[src/rtl/fu_muldiv_sched.sv]
// Serialises lane A/B multiply-divide requests onto one shared iterative MDU,
// stalling the pipeline until every accepted request has produced its result.
module fu_muldiv_sched #(
  parameter int DATA_W = 32,
  parameter int OP_W   = 4
) (
  input  logic              clk,
  input  logic              rst,
  input  logic              EX_req_a,
  input  logic              EX_req_b,
  input  logic [OP_W-1:0]   EX_op_a,
  input  logic [OP_W-1:0]   EX_op_b,
  input  logic [DATA_W-1:0] EX_src_a1,
  input  logic [DATA_W-1:0] EX_src_a2,
  input  logic [DATA_W-1:0] EX_src_b1,
  input  logic [DATA_W-1:0] EX_src_b2,
  input  logic              EX_br_a,
  input  logic              flush,
  output logic              md_start,
  output logic [OP_W-1:0]   md_op,
  output logic [DATA_W-1:0] md_src1,
  output logic [DATA_W-1:0] md_src2,
  input  logic              md_done,
  input  logic [DATA_W-1:0] md_result,
  output logic              stall,
  output logic              EX_md_valid_a,
  output logic              EX_md_valid_b,
  output logic [DATA_W-1:0] EX_md_result_a,
  output logic [DATA_W-1:0] EX_md_result_b
);

  typedef enum logic [2:0] {
    IDLE  = 3'd0,
    RUN_A = 3'd1,
    RUN_B = 3'd2,
    DONE  = 3'd3,
    DRAIN = 3'd4
  } state_t;

  state_t state, state_nx;

  logic              need_a;
  logic              need_b;
  logic              accept;
  logic              running;
  logic              done_ok;
  logic              enter_run;
  logic              pend_b;
  logic              served_a;
  logic              served_b;
  logic [OP_W-1:0]   op_b_q;
  logic [DATA_W-1:0] src_b1_q;
  logic [DATA_W-1:0] src_b2_q;

  assign need_a  = EX_req_a;
  assign need_b  = EX_req_b & ~EX_br_a;
  assign accept  = (state == IDLE) & ~flush & (need_a | need_b);
  assign running = (state == RUN_A) | (state == RUN_B);
  // A done in the start cycle cannot belong to the op being started.
  assign done_ok = running & md_done & ~md_start;

  always_comb begin
    state_nx = state;
    case (state)
      IDLE: begin
        if (accept) state_nx = need_a ? RUN_A : RUN_B;
      end
      RUN_A: begin
        if (flush)        state_nx = done_ok ? IDLE : DRAIN;
        else if (done_ok) state_nx = pend_b ? RUN_B : DONE;
      end
      RUN_B: begin
        if (flush)        state_nx = done_ok ? IDLE : DRAIN;
        else if (done_ok) state_nx = DONE;
      end
      DONE:  state_nx = IDLE;
      DRAIN: begin
        if (md_done) state_nx = IDLE;
      end
      default: state_nx = IDLE;
    endcase
  end

  assign enter_run = ((state_nx == RUN_A) | (state_nx == RUN_B)) & (state_nx != state);

  always_comb begin
    stall = 1'b0;
    case (state)
      IDLE:                stall = accept;
      RUN_A, RUN_B, DRAIN: stall = 1'b1;
      default:             stall = 1'b0;
    endcase
  end

  assign EX_md_valid_a = (state == DONE) & served_a;
  assign EX_md_valid_b = (state == DONE) & served_b;

  always_ff @(posedge clk) begin
    if (rst) begin
      state          <= IDLE;
      md_start       <= 1'b0;
      md_op          <= '0;
      md_src1        <= '0;
      md_src2        <= '0;
      pend_b         <= 1'b0;
      served_a       <= 1'b0;
      served_b       <= 1'b0;
      op_b_q         <= '0;
      src_b1_q       <= '0;
      src_b2_q       <= '0;
      EX_md_result_a <= '0;
      EX_md_result_b <= '0;
    end else begin
      state    <= state_nx;
      md_start <= enter_run;

      if (accept) begin
        pend_b   <= need_b;
        served_a <= need_a;
        served_b <= need_b;
        op_b_q   <= EX_op_b;
        src_b1_q <= EX_src_b1;
        src_b2_q <= EX_src_b2;
        if (need_a) begin
          md_op   <= EX_op_a;
          md_src1 <= EX_src_a1;
          md_src2 <= EX_src_a2;
        end else begin
          md_op   <= EX_op_b;
          md_src1 <= EX_src_b1;
          md_src2 <= EX_src_b2;
        end
      end else if ((state == RUN_A) && (state_nx == RUN_B)) begin
        pend_b  <= 1'b0;
        md_op   <= op_b_q;
        md_src1 <= src_b1_q;
        md_src2 <= src_b2_q;
      end

      // A flushed op's result is dropped even when it lands this cycle.
      if (done_ok && !flush) begin
        if (state == RUN_A) EX_md_result_a <= md_result;
        else                EX_md_result_b <= md_result;
      end
    end
  end

endmodule

[config.mk]
export PLATFORM = sky130hd
export DESIGN_NAME = fu_muldiv_sched
export DESIGN_NICKNAME = d
export VERILOG_FILES = /design/src/rtl/fu_muldiv_sched.sv
export SDC_FILE = /design/constraint.sdc
export NUM_CORES = 1
export LEC_CHECK = 0
export CELL_PAD_IN_SITES_DETAIL_PLACEMENT = 0
export CELL_PAD_IN_SITES_GLOBAL_PLACEMENT = 2
export CORE_MARGIN = 2
export CORE_UTILIZATION = 28
export CTS_CLUSTER_DIAMETER = 50
export DETAILED_ROUTE_END_ITERATION = 6
export PLACE_DENSITY = 0.92
export SLEW_MARGIN = 25
export SYNTH_ARGS = -nofsm -noshare
export SYNTH_HDL_FRONTEND = slang
export SYNTH_SLANG_ARGS = --single-unit
[constraint.sdc]
create_clock -name clk -period 5.4 [get_ports clk]
set_input_delay 1.08 -clock clk [delete_from_list [all_inputs] [get_ports clk]]
set_output_delay 1.08 -clock clk [all_outputs]
set_load 0.05 [all_outputs]
==> results.md, run 1 <==
- The cell total after placement is approximately 1.9k.
- The leading register cell type out of synthesis is sky130_fd_sc_hd__dfxtp_1.
- The clock transition time at the flip-flop clock pins of the worst setup and hold paths is 0.05 ns.
- Dividing the detail-routed wire length by the instance count gives about 18 µm.
- The beginning of the worst register-to-register path is state[1]$_SDFF_PP0_.
- Yosys printed 0 warnings.
- The standard-cell row count is slightly below 70.
- After Yosys synthesis, XOR and XNOR cells account for less than 1% of the synthesized area.
- The clock passes through at most 3 buffers.
- The number of detailed-routing iterations run before antenna repair is 4.
- The cell at the slowest stage of the critical path is sky130_fd_sc_hd__clkdlybuf4s50_1.
- After detailed routing, the number of vias per cell comes to 4.98.
- The count of max-cap constraint violations is 0.
- For this run, design rule violations remaining after detail routing come to 0.
- Sorting the synthesized cells by area gives the leading types as sky130_fd_sc_hd__dfxtp_1 42%, sky130_fd_sc_hd__nand2_1 11%, sky130_fd_sc_hd__a21o_1 9.9%.
- The clock latency of the later-clocked register in the worst-skew pair is approximately 0.49 ns.
- The total clock sinks is 207.
- The total wire length after detailed routing is 34800 µm.
- Leaving out filler cells and counting taps, the final layout contains 1974.
- The minimum hold slack is roughly 0.45 ns.
- The worst setup path is launched from a flip-flop.
- The maximum number of pins on one net before global-route repair is 138.
- The number of nets in the synthesized netlist is 1429.
- Sequential elements use about 42% of the synthesized area.
- The average footprint of a synthesized cell is 7.78 µm².
- Setup repair after global routing left no endpoint under its margin.
- The cell sitting at the root of the clock tree is a sky130_fd_sc_hd__clkbuf_16.
- Once the clock tree was built, the setup fixing pass inserted 0 buffers.
- For the pin with the worst max-slew slack, the measured transition is around 0.9 ns.
- In this run the count of I/O pins placed on the die edge is 311.
- In this run the power density over the cells is 327 mW/mm².
- The class of the most critical setup path is flip-flop to primary output.
- In this run the horizontal extent of the chip is 191 µm.
- The critical path goes through nor2b_1 -> and3_1 -> clkdlybuf4s50_1.
- Of all nets on the critical path, the largest fanout is 17.
- The cell with the most instances after synthesis is sky130_fd_sc_hd__nand2_1.
- TritonCTS built the clock tree.
- The final-report hold violation count is 0.
- The minimum clock period is 3.63 ns.
- The data required time at the worst endpoint is 4.32 ns.
- The floorplan step defined a die boundary enclosing 0.0363 mm².
- The total of endpoints with negative setup slack in the final report is 0.
- The initial core utilization is between 20 and 30%.
- The initial antenna violation count is 4.
- The post-placement setup slack is 1.57 ns.
- The setup TNS after final layout is 0 ns.
- The endpoint arrival time on the critical path is 2.55 ns.
- The count of flip-flops with a built-in enable after synthesis is 0.
- The final max-slew violation count is 0.
- The maximum clock frequency is 276 MHz.
- The number of buffer cells added on primary ports is 310.
- The portion of synthesized area spent on multiplexers is 0%.
- The standard cell core area is 0.0345 mm².
- The total global-route track usage is 18.8%.
- The HPWL after detailed placement is between 20000 and 25000 µm.
- In this run, post-CTS hold repair placed 0 buffers.
- The post-synthesis async set-or-reset flop share is 0%.
- The area overhead of the layout relative to synthesis is 46.1%.
- The first global-routing pass estimated 55000 µm of wire.
- After layout, the worst path uses 67.2% of the clock period.
- The launch point of the critical path is state[0]$_SDFF_PP0_.
- Counting cells, the worst reg-to-reg path comes to 5.
- At the end of the flow, the number of nets in the layout was 1669.
- The clock tree synthesis step divided the H-tree into 2 levels.
- The delay of the slowest cell on the worst path is 0.82 ns.
- Synthesis inferred 207 register bits.
- The tightest slew margin relative to the limit is between 30% and 40%.
- The synthesized design spends more area on one cell type than any other, namely sky130_fd_sc_hd__dfxtp_1.
- The main combinational cell family by area after synthesis is simple AND/OR/NAND/NOR gates.
- Setup slack closes at 1.77 ns.
- Summed over its instances, the top area cell type makes up 42.5% of the synthesized netlist area.
- The adder-cell share of the synthesized area is 0%.
- The synthesized area is a little under 0.01 mm².
- The fraction of layout instances using a drive strength above 1 is 5.53%.
- The run finished with clean final reports.
- The total overflow left after global routing is 0.
- Along the worst hold path, the cell count comes to 2.
- The number of clock buffers added by TritonCTS is 34.
- Synthesis instantiated 37 different standard cells from the library.
- The via count of the first global-routing pass is 9886.
- Across the VDD grid, the largest voltage drop is 223 µV.
- For this block, the via count after detailed routing is just under 10k.
- For the final database, setup skew stands at 0.00912 ns.
- The post-synthesis instance total is 1254.
- The leakage power is around 5.6 nW.
- 0 antenna diodes ended up in the layout.
- The type of the most critical hold path is flip-flop to flip-flop.
- The area share of and/or/nand/nor cells after synthesis is 27.0%.
- The detail route stage leaves a number of antenna-violating nets equal to 0.
- The final standard cell utilization of the core is 41.3%.
- The starting DRC count in detailed routing is 516.
- The global placement routability congestion is between 0.7 and 0.8.
- From bottom edge to top edge, the die measures 191 µm.
- Post-CTS repair changed the size of 0 cells.
- The type of destination of the critical path is a primary output.
- The startpoint identified for the worst hold timing path is served_a$_SDFFE_PP0P_.
- By count the netlist is led by 275 x sky130_fd_sc_hd__nand2_1, 207 x sky130_fd_sc_hd__dfxtp_1, 137 x sky130_fd_sc_hd__a21oi_1, 129 x sky130_fd_sc_hd__a21o_1, 95 x sky130_fd_sc_hd__clkbuf_1.
- The synthesized netlist devotes 25.1% of its cell area to compound gates.
## registers in the layout (all words and copies together) (netlist names)
| register | cells |
|---|---|
| EX_md_result_b | 32 |
| src_b2_q | 32 |
| src_b1_q | 32 |
| op_b_q | 4 |
| served_b | 1 |
| EX_md_result_a | 32 |
| pend_b | 1 |
| state | 3 |
| md_op | 4 |
| served_a | 1 |
| md_src1 | 32 |
| md_start | 1 |
| md_src2 | 32 |
## layout by cell type, fill, tap and decap left out, drive strengths merged
cell	count
or2	2
or3b	1
or4	1
a211oi	1
a2111oi	1
nor4bb	1
nor4b	1
nand3	3
nor2	69
nor3b	1
clkinv	8
a21o	129
xor2	3
buf	18
nor4	1
o31ai	3
dfxtp	207
inv	3
or3	64
clkdlybuf4s50	307
a311oi	3
nand2b	67
bufinv	2
nand2	275
o21ai	5
and3	5
and4	1
and4b	1
nor3	73
a32o	66
a21oi	138
nor2b	5
a22o	3
clkbuf	48
clkinvlp	2
a31oi	1
## per-stage QoR
step | instance area, µm² | power [mW]
2_1_floorplan | 9750 | 2.18
3_3_place_gp | 13100 | 2.51
3_5_place_dp | 13100 | 2.52
4_1_cts | 14200 | 4.72
5_1_grt | 14200 | 4.86
6_report | 14200 | 4.66
## report_power, final
part	switching [mW]	internal (mW)	leakage, nW	total, mW
clock	0.765	1.41	0.564	2.17
combinational	0.480	0.347	3.38	0.826
sequential	0.0489	1.61	1.69	1.66
## path summary, 6_finish.rpt
path	to	slack [ns]
worst max-delay path	EX_md_valid_b	1.77
worst min-delay path	served_a$_SDFFE_PP0P_	0.45
worst max register to register	md_src1[5]$_SDFFE_PP0P_	2.58
worst min register to register	served_a$_SDFFE_PP0P_	0.45
## final cells by class
type / instances / area (µm²)
inverters: 2 / 7.51
fillers: 3524 / 20200
repair buffers: 325 / 3230
multi-input cells: 924 / 5150
clock buffers: 48 / 1020
well taps: 455 / 569
flip-flops and latches: 207 / 4140
clock inverters: 13 / 128
## cells by family after synthesis
family,count (synthesis)
xor+xnor,3
simple gates,571
compound gates,350
buf+inv,123
flops,207
## layer usage
metal / GRT usage [%] / vias to the layer above / wire length, µm / part of all wire [%]
met5: 0 / - / 54 / 0.16
met4: 3.97 / 8 / 515 / 1.5
met3: 6.61 / 41 / 3090 / 8.9
met2: 30.8 / 297 / 15900 / 46
met1: 23.7 / 4647 / 15200 / 44
li1: - / 4844 / - / -
## critical path, delay by kind of cell, from the launching register on
family                 cells  cell delay [ns]
buffers and inverters      1             0.82
flip-flops                 1             0.67
AND/OR/NAND/NOR            2             0.57
Power figures use the tool's default switching activity.
==> run 2: changes to the inputs <==
Settings changed: CORE_UTILIZATION 28 to 26, PLACE_DENSITY 0.92 to 0.87.
Clock period 5.4 ns to 3.39 ns, I/O delays scaled along.
==> run 2 against run 1 <==
Cell area increased by 1.8%. Utilization decreased by 1.9 points. Worst hold slack improved by 0.0030 ns. Clock skew increased by 0.0057 ns. Sequential power increased by 59%. Worst setup slack got worse by 1.3 ns. Critical path depth unchanged. Clock power increased by 71%. Flip-flop and latch count unchanged. Critical path type unchanged.
==> results.md, run 2 (synthesized netlist as in run 1, its figures left out) <==
- The run finished with clean final reports.
- The number of gates resized after cts is 0.
- Global routing finished with a remaining overflow of 0.
- The top cell types in the final layout, fill and taps aside, are 307 x sky130_fd_sc_hd__clkdlybuf4s50_1, 275 x sky130_fd_sc_hd__nand2_1, 207 x sky130_fd_sc_hd__dfxtp_1, 137 x sky130_fd_sc_hd__a21oi_1, 129 x sky130_fd_sc_hd__a21o_1.
- In this run the horizontal extent of the chip is 198 µm.
- Of the total power, the share spent switching nets is ~28%.
- Clock-pin slew was measured on the worst setup and hold paths at 0.05 ns.
- The tightest slew margin relative to the limit is between 50 and 60%.
- The tightest min-delay check is of the flip-flop to flip-flop type.
- The maximum clock frequency is 337 MHz.
- Data on the critical path arrives at its endpoint at 2.29 ns.
- In this run, the combinational gates consume 17.4% of the power.
- The worst setup path is launched from a flip-flop.
- Along the worst path, the maximum fanout reaches 11.
- The power density over the cells is 530 mW/mm².
- Setup repair after global routing left no endpoint under its margin.
- The part of the total power dissipated in sequential elements is 34.3%.
- The internal power of the cells totals 5.57 mW.
- The post-DP HPWL is about 22000 µm.
- The measured slew at the worst slew-check pin is between 0.6 and 0.7 ns.
- The number of setup buffers added after CTS is 0.
- The storage element area is 0.00414 mm².
- The minimum clock period is slightly below 3 ns.
- The floorplan die area is 0.0391 mm².
- In the final design database the tool counted 1681 nets.
- The minimum hold slack is 0.448 ns.
- The data required time at the worst endpoint is 2.71 ns.
- The initial core utilization is 26.5%.
- The first-pass GRT wire length is approximately 56000 µm.
- Clock latency on the worst-skew pair, taken at its later pin, is 0.50 ns.
- Setup violations remaining at the end of the flow were counted as 0.
- Counting every sink on the clock net gives between 200 and 250.
- The initial antenna violation count was 4.
- The fraction of layout instances using a drive strength above 1 is 6.53%.
- The worst setup path is of the flip-flop to primary output kind.
- Leaving out fill and tap cells, the most frequent cell in the layout is sky130_fd_sc_hd__clkdlybuf4s50_1.
- The TritonCTS clock tree is built.
- Dividing the detail-routed wire length by the instance count gives 18.0 µm.
- Once detail routing completed, the nets flagged for antenna violations numbered 0.
- The floorplan die height is between 150 and 200 µm.
- After layout, the worst path uses between 80% and 90% of the clock period.
- The worst setup path is captured at a primary output.
- The count of filler cells inserted in the layout is between 3k and 4k.
- The standard cell core area is 0.0368 mm².
- The area taken by multi-input logic gates is between 0.005 and 0.006 mm².
- The clock passes through at most 3 buffers.
- The global placement routability congestion is 0.733.
- The switching power of the nets is 2.12 mW.
- Global routing consumed, over all layers together, ~18% of the routing resources.
- In this run the static leakage power is 5.75 nW.
- For this block, the initial DRC count from the detailed router was slightly below 500.
- The area overhead of the layout relative to synthesis is 48.7%.
- For this run, the detailed router's first-pass iteration total came to 4.
- In this run, CTS created clock tree buffers numbering 36.
- The standard-cell row count is 70.
- Including well taps, the total number of placed cells is slightly below 2k.
- The via count is 9930.
- On the final layout, the worst clock skew is 0.0149 ns.
- Max-cap violations in this run came to 0.
- Port buffering added 310 buffers.
- Of the total power, the clock network draws 48.2%.
- The maximum VDD drop is 360 µV.
- In the routed layout, each cell is associated on average with a via count of just under 5.
- The via count of the first global-routing pass is 9965.
- The number of levels the H-tree was split into is 2.
- The top-level port count is 311.
- After detailed routing, the number of remaining DRC violations is 0.
- The total wire length after detailed routing is between 30000 and 40000 µm.
- The count of hold buffers inserted by post-cts repair is 0.
- The maximum number of pins on one net before global-route repair is about 100.
- The final standard cell count with taps included and fillers excluded is 2003.
- The tree is rooted in a sky130_fd_sc_hd__clkbuf_16.
- The final-report hold violation count is 0.
- The final max-slew violation count is 0.
- Summed over all failing endpoints, the final setup total negative slack is 0 ns.
## run 2: changes by cell type in the layout (fill, tap and decap cells not counted)
cell                         change
sky130_fd_sc_hd__inv_6           -1
sky130_fd_sc_hd__diode_2         +3
sky130_fd_sc_hd__clkbuf_8        +1
sky130_fd_sc_hd__clkbuf_1        -4
sky130_fd_sc_hd__bufinv_16       +2
sky130_fd_sc_hd__nand3_2         -1
sky130_fd_sc_hd__clkinvlp_4      +1
sky130_fd_sc_hd__inv_8           +2
sky130_fd_sc_hd__clkinv_4        +2
sky130_fd_sc_hd__buf_12          +5
sky130_fd_sc_hd__buf_4           +5
sky130_fd_sc_hd__nand3_1         +1
## run 2: path summary, 6_finish.rpt
kind	from	to	slack, ns	cells past startpoint
worst max-delay path	state[2]$_SDFF_PP0_	EX_md_valid_a	0.42	3
worst min-delay path	served_a$_SDFFE_PP0P_	served_a$_SDFFE_PP0P_	0.45	2
worst max register to register	state[1]$_SDFF_PP0_	md_src2[0]$_SDFFE_PP0P_	1.03	5
worst min register to register	served_a$_SDFFE_PP0P_	served_a$_SDFFE_PP0P_	0.45	2
## run 2: area by class of cell
cell class | count | share of cell area (%)
well taps | 468 | 4.04
clock inverters | 19 | 1.56
repair buffers | 335 | 23.3
flip-flops and latches | 207 | 28.6
diodes | 3 | 0.0518
clock buffers | 45 | 7.01
multi-input cells | 924 | 35.5
inverters | 2 | 0.0518
## run 2: layer usage
| layer | GRT usage [%] | wire length, µm |
|---|---|---|
| met2 | 29.1 | 16300 |
| met4 | 4.29 | 532 |
| met5 | 0 | 30 |
| met3 | 6.47 | 3350 |
| met1 | 22.8 | 15700 |
## run 2: power groups by stage
stage               Sequential (mW)  Clock, mW  Combinational [mW]
global placement               2.68          0                1.34
finish                         2.64       3.71                1.34
detailed placement             2.69          0                1.35
global route                   2.65       3.94                1.45
floorplan                      2.93          0               0.539
CTS                            2.64       3.82                1.36
## run 2: metrics by stage
step	instance area, µm²	util, %	total power, mW	setup WS, ns
finish	14500	39.4	7.69	0.422
global route	14500	39.4	8.04	0.287
CTS	14500	39.4	7.82	0.378
detailed placement	13300	36.0	4.04	0.501
global placement	13300	36.0	4.03	0.514
floorplan	9750	-	3.47	0.488
## run 2: worst max-delay path, cell delays in order, from the launching register on
cell and delay, ns:
sky130_fd_sc_hd__dfxtp_1 0.42, sky130_fd_sc_hd__nor2b_1 0.34, sky130_fd_sc_hd__and3_1 0.21, sky130_fd_sc_hd__clkdlybuf4s50_1 0.82
==> run 3: changes to the inputs <==
==> constraint.sdc (replaced) <==
create_clock -name clk -period 3.39 [get_ports clk]
set_input_delay 1.017 -clock clk [delete_from_list [all_inputs] [get_ports clk]]
set_output_delay 1.017 -clock clk [all_outputs]
set_load 0.05 [all_outputs]
==> run 3 against run 2 <==
Clock skew decreased by 0.0023 ns. Combinational power increased by 3%. Global-route usage about the same. Register-to-register slack gained 0.05 ns. Worst setup slack got worse by 0.30 ns. Utilization is 0.39 points higher. Highest routed layer unchanged. Flip-flop and latch count unchanged. Wire length increased by 0.47%. Clock-buffer cell count shrank 1.
==> results.md, run 3 (synthesized netlist as in run 1, its figures left out) <==
- In the layout the commonest cells are 307 x sky130_fd_sc_hd__clkdlybuf4s50_1, 274 x sky130_fd_sc_hd__nand2_1, 207 x sky130_fd_sc_hd__dfxtp_1, 137 x sky130_fd_sc_hd__a21oi_1, 129 x sky130_fd_sc_hd__a21o_1.
- The via count of the first global-routing pass is 10.1k.
- The most common library cell in the layout ignoring fill and taps is sky130_fd_sc_hd__clkdlybuf4s50_1.
- The maximum number of pins on one net before global-route repair is 77.
- The number of levels the H-tree was split into is 2.
- For this run, the post-layout net count is 1694.
- After detailed routing, the total wire length is 36200 µm.
- The cell total after placement is 1951.
- Between clock sinks in the finished design, the worst skew comes to roughly 0.013 ns.
- At the end of the flow the core is filled with cells to 39.8%.
- Based on the critical path, the design can be clocked at up to approximately 310 MHz.
- For the worst setup path, the data required time is 2.37 ns.
- The leakage power is approximately 5.8 nW.
- The DRC violation count after routing is 0.
- The class of the most critical setup path is flip-flop to primary output.
- The worst-case hold path end point is EX_md_result_a[20]$_SDFFE_PP0P_.
- The tool flagged a number of max-cap violations equal to 0.
- Detailed routing inserted a total of 9983 vias.
- Measured in cells, the most critical reg-to-reg path has a length of 8.
- The total overflow reported by the global router is 0.
- The beginning of the worst register-to-register path is state[1]$_SDFF_PP0_.
- Summed over all nets, the half-perimeter wirelength after detailed placement is 23700 µm.
- The first-pass GRT wire length is 56000 µm.
- During placement, the flow inserted port buffers numbering 310.
- The critical-path maximum fanout is 11.
- The setup fix buffers added after clock tree synthesis is 0.
- Row generation in the floorplan step produced 70 rows.
- After clock tree synthesis, the clock-pin slew on the worst setup and hold paths is roughly 0.050 ns.
- Along the worst hold path, the cell count comes to 2.
- The via count normalized by instance count is between 4 and 5.
- The maximum root-to-sink buffer count is 3.
- TritonCTS built the clock tree.
- The final-report hold violation count is 0.
- The area overhead of the layout relative to synthesis is 50.2%.
- The floorplan step set the die width to between 150 and 200 µm.
- Leaving out filler cells and counting taps, the final layout contains 2015.
- The flow ran to the end, and the final reports show no timing, DRC or antenna violations.
- Measured against its own limit, the worst slew margin works out to 42.5%.
- The TritonCTS buffer count is 34.
- The critical path startpoint category is a flip-flop.
- The type of the most critical hold path is flip-flop to flip-flop.
- Setup repair after global routing left no endpoint under its margin.
- Buffers inserted to repair hold after CTS numbered 0.
- The tree is rooted in a sky130_fd_sc_hd__clkbuf_16.
- IR analysis of the VDD net gives a maximum drop of 289 µV.
- The detail route stage leaves a number of antenna-violating nets equal to 0.
- The worst-case register-to-register setup slack is 1.08 ns.
- The final max-slew violation count is 0.
- The top-level port count is around 310.
- The floorplan die area is between 0.03 and 0.04 mm².
- The starting DRC count in detailed routing is 430.
- STA classifies the critical path endpoint as a primary output.
- The total clock sinks is 207.
- The clock latency of the later-clocked register in the worst-skew pair is about 0.50 ns.
- The total of endpoints with negative setup slack in the final report is 0.
- The measured slew at the worst slew-check pin is 0.862 ns.
- For this run, the total global-route usage over all layers was measured as 18.0%.
- In this run the vertical extent of the chip is 198 µm.
- The worst reg2reg path endpoint is md_op[3]$_SDFFE_PP0P_.
- The power density over the cells is 519 mW/mm².
- The global placement routability congestion is ~0.77.
- The initial antenna violation count is 4.
- Final hold analysis gives a worst-case slack of 0.448 ns.
- The endpoint arrival time on the critical path is 2.25 ns.
- After clock tree synthesis, the repair step resized 0 gates.
- After detailed routing, the average wire length per cell comes to 17.9 µm.
- The setup TNS after final layout is 0 ns.
- Before antenna repair, the detailed router went through 4 iterations.
- The minimum clock period is 3.27 ns.
- The post-route netlist has 7.31% of its cells at a drive strength greater than 1.
- The region available for standard cell placement spans 0.0368 mm².
- The count of filler cells inserted in the layout is 3780.
- The initial core utilization is 26.5%.
- The final worst-path cycle share is 96.4%.
- The worst hold path begins at EX_md_result_a[20]$_SDFFE_PP0P_.
## run 3: changes by cell type in the layout (fill, tap and decap cells not counted), sizes merged
cell	delta
buf	+15
inv	-2
clkbuf	-1
clkinv	+1
diode	-1
## run 3: per-stage QoR
stage               power (mW)  setup slack, ns  instance area (µm²)
CTS                       7.74            0.100                14600
detailed placement        4.08            0.105                13500
floorplan                 3.47           0.0561                 9760
finish                    7.61            0.121                14600
global placement          4.07            0.104                13500
global route              7.94           0.0299                14600
## run 3: cell type report
type                    instances  area [µm²]  area share, %
inverters                       2        7.51         0.0513
diodes                          2        5.00         0.0342
repair buffers                350        3560           24.3
clock inverters                18         209           1.43
flip-flops and latches        207        4140           28.3
multi-input cells             924        5150           35.2
well taps                     468         586           4.00
clock buffers                  44         982           6.71
## run 3: power by group
part           total [mW]  internal, mW  switching, mW  leakage [nW]
Clock                3.59          2.35           1.24         0.583
Sequential           2.64          2.56         0.0733          1.69
Combinational        1.38         0.596          0.783          3.55
## run 3: worst max-delay path by stage
stage / endpoint / cells past startpoint / startpoint
finish: EX_md_valid_b / 3 / state[2]$_SDFF_PP0_
global route: EX_md_valid_b / 3 / state[2]$_SDFF_PP0_
CTS: stall / 6 / EX_req_b
detailed placement: stall / 6 / EX_req_b
global placement: stall / 6 / EX_req_b
floorplan: stall / 5 / EX_req_a
## run 3: critical path, stage by stage, from the launching register on
cell                              delay [ns]
sky130_fd_sc_hd__dfxtp_1                0.41
sky130_fd_sc_hd__nor2b_1                0.33
sky130_fd_sc_hd__and3_1                 0.20
sky130_fd_sc_hd__clkdlybuf4s50_1        0.83
## run 3: per-layer routing
layer / vias to the layer above / share of wire, % / global-route usage, %
met4: 4 / 2.2 / 4.85
li1: 4893 / - / -
met3: 55 / 9.5 / 6.51
met5: - / 0.088 / 0
met1: 4722 / 43 / 22.3
met2: 309 / 45 / 29.4
==> patch (flow settings as in run 2) <==
Re-encode `state_t` (5 states) as one-hot, 5 bits wide.
--- a/src/rtl/fu_muldiv_sched.sv
+++ b/src/rtl/fu_muldiv_sched.sv
@@ -29,12 +29,12 @@
   output logic [DATA_W-1:0] EX_md_result_b
 );
 
-  typedef enum logic [2:0] {
-    IDLE  = 3'd0,
-    RUN_A = 3'd1,
-    RUN_B = 3'd2,
-    DONE  = 3'd3,
-    DRAIN = 3'd4
+  typedef enum logic [4:0] {
+    IDLE  = 5'b00001,
+    RUN_A = 5'b00010,
+    RUN_B = 5'b00100,
+    DONE  = 5'b01000,
+    DRAIN = 5'b10000
   } state_t;
 
   state_t state, state_nx;
Formal check against the unedited RTL: no difference found for any inputs over 4 cycles, from zero or initial values and one cycle with rst high; so few cycles prove little.
==> patch against run 2 <==
- area after synthesis down 12%
- non-clock buffer count down 7
- sequential power is 2% lower
- hold slack worse by 0.0025 ns
- power fell by 9.7%
- core utilization is 1.2 points higher
- design area shrank 8.8%
- wire length decreased by 22%
- critical path depth up 1
- maximum frequency shrank 4.5%
- sequential cell count up 2
- setup slack got worse by 0.14 ns
- register-to-register slack improved by 0.02 ns
- first-iteration DRC count down 43%
- critical endpoint unchanged
==> patch: results (changes against run 2) <==
| Metric | Value |
|---|---|
| Later-pin clock latency in the skew report | 0.53 ns (+0.03 ns) |
| WL met1 | 12.4 mm (-21%) |
| CP max-delay cell | dlygate4sd2_1 |
| Met3 Wirelength | 2.60 mm (-22%) |
| Sequential cell area fraction in the yosys report | 48.7% (+6.2 points) |
| Seq pwr share | 37.3% (+3.0 points) |
| R2R setup slack | 1.05 ns (+0.02 ns) |
| Initial antenna violation count | 0 (-4) |
| Yosys cell types | 35 (-5.4%) |
| Static leakage | 4.56 nW (-21%) |
| GPL Wtd Cong | 0.773 (+5.3%) |
| Most instantiated cells after synthesis | nand2_1, dfxtp_1, a21oi_1, mux2_2, mux2i_1 |
| Sw Share | 24.2% (-3.3 points) |
| Number of global-route vias before repair | 7,781 (-22%) |
| Fill cells | 3,254 (-14%) |
| Fraction of layout cells with a size suffix above 1 | 11.6% (+5.1 points) |
| Status | finished clean |
| Hold WS | 0.446 ns (-0.00249 ns) |
| # H-tree levels | 1 (-1) |
| Top Layer Used | met4 |
| Worst-Margin Slew | 1.01 ns (+0.383 ns) |
| Dpl ws | 0.301 ns (-0.200 ns) |
| First-pass GRT wire length | 43.5 mm (-23%) |
| Met2 routed WL | 12.6 mm (-23%) |
| Drt first pass iters | 5 (+1) |
| Min cycle time layout | 3.11 ns (+0.141 ns) |
| GRT Resource Usage Total | 15.7% (-2.3 points) |
| Hold Path End | EX_md_result_b[1] |
| HPWL after detailed placement | 18.6 mm (-17%) |
| Mapped Cells | 947 (-24%) |
| Cells after DPL | 1,636 (-15%) |
| Antenna diode count | 0 (-3) |
| R2R Path End | md_src2[9] |
| Post-Layout Cell Count | 1,691 (-16%) |
| DP Area | 0.0121 mm2 (-8.6%) |
| Clock share of power | 49.6% (+1.4 points) |
| Final #Nets | 1,401 (-17%) |
| Ranking of synthesized cells by area | dfxtp_1, nand2_1, mux2_2 |
| Internal power | 5.26 mW (-5.6%) |
| Final design utilization | 40.6% (+1.2 points) |
| Total CTS buffers | 30 (-17%) |
| Drt initial violations | 279 (-43%) |
| Hold path startpoint | EX_md_result_b[1] |
| Clk_skew | 0.00888 ns (-0.00598 ns) |
| Crit path max-delay family | simple AND/OR/NAND/NOR gates |
| Total number of vias | 7,656 (-23%) |
| Worst path max stage delay | 0.57 ns (-0.25 ns) |
| Max rail drop VDD | 0.418 mV (+16%) |
==> patch: what timing repair did <==
action	4_1_cts	5_1_grt
resized for setup	2	0
buffers inserted	0	0
hold buffers	0	0
setup endpoints to repair	2	0
==> patch: logic make-up (layout without fill, tap and decap cells) <==
| logic type | count (synthesis) | after routing | share of synthesized area, % |
|---|---|---|---|
| compound gates | 215 | 215 | 16.0 |
| xor+xnor | 2 | 2 | 0.204 |
| buf+inv | 83 | 385 | 4.34 |
| flops | 209 | 209 | 48.7 |
| mux | 136 | 136 | 16.8 |
| simple gates | 302 | 302 | 14.0 |
==> patch: layout make-up <==
cell class,instances,share of cell area [%]
inverter,2,0.0568
clock inverter,15,2.09
clock buffer,40,6.35
tap,442,4.18
sequential,209,31.7
multi-input combinational,655,30.7
timing repair buffer,328,25.0
==> patch: layer usage <==
metal | vias to the layer above | track usage, %
met1 | 3519 | 20.3
li1 | 3846 | -
met2 | 254 | 25.3
met5 | - | 0
met3 | 37 | 5.54
met4 | 0 | 3.12
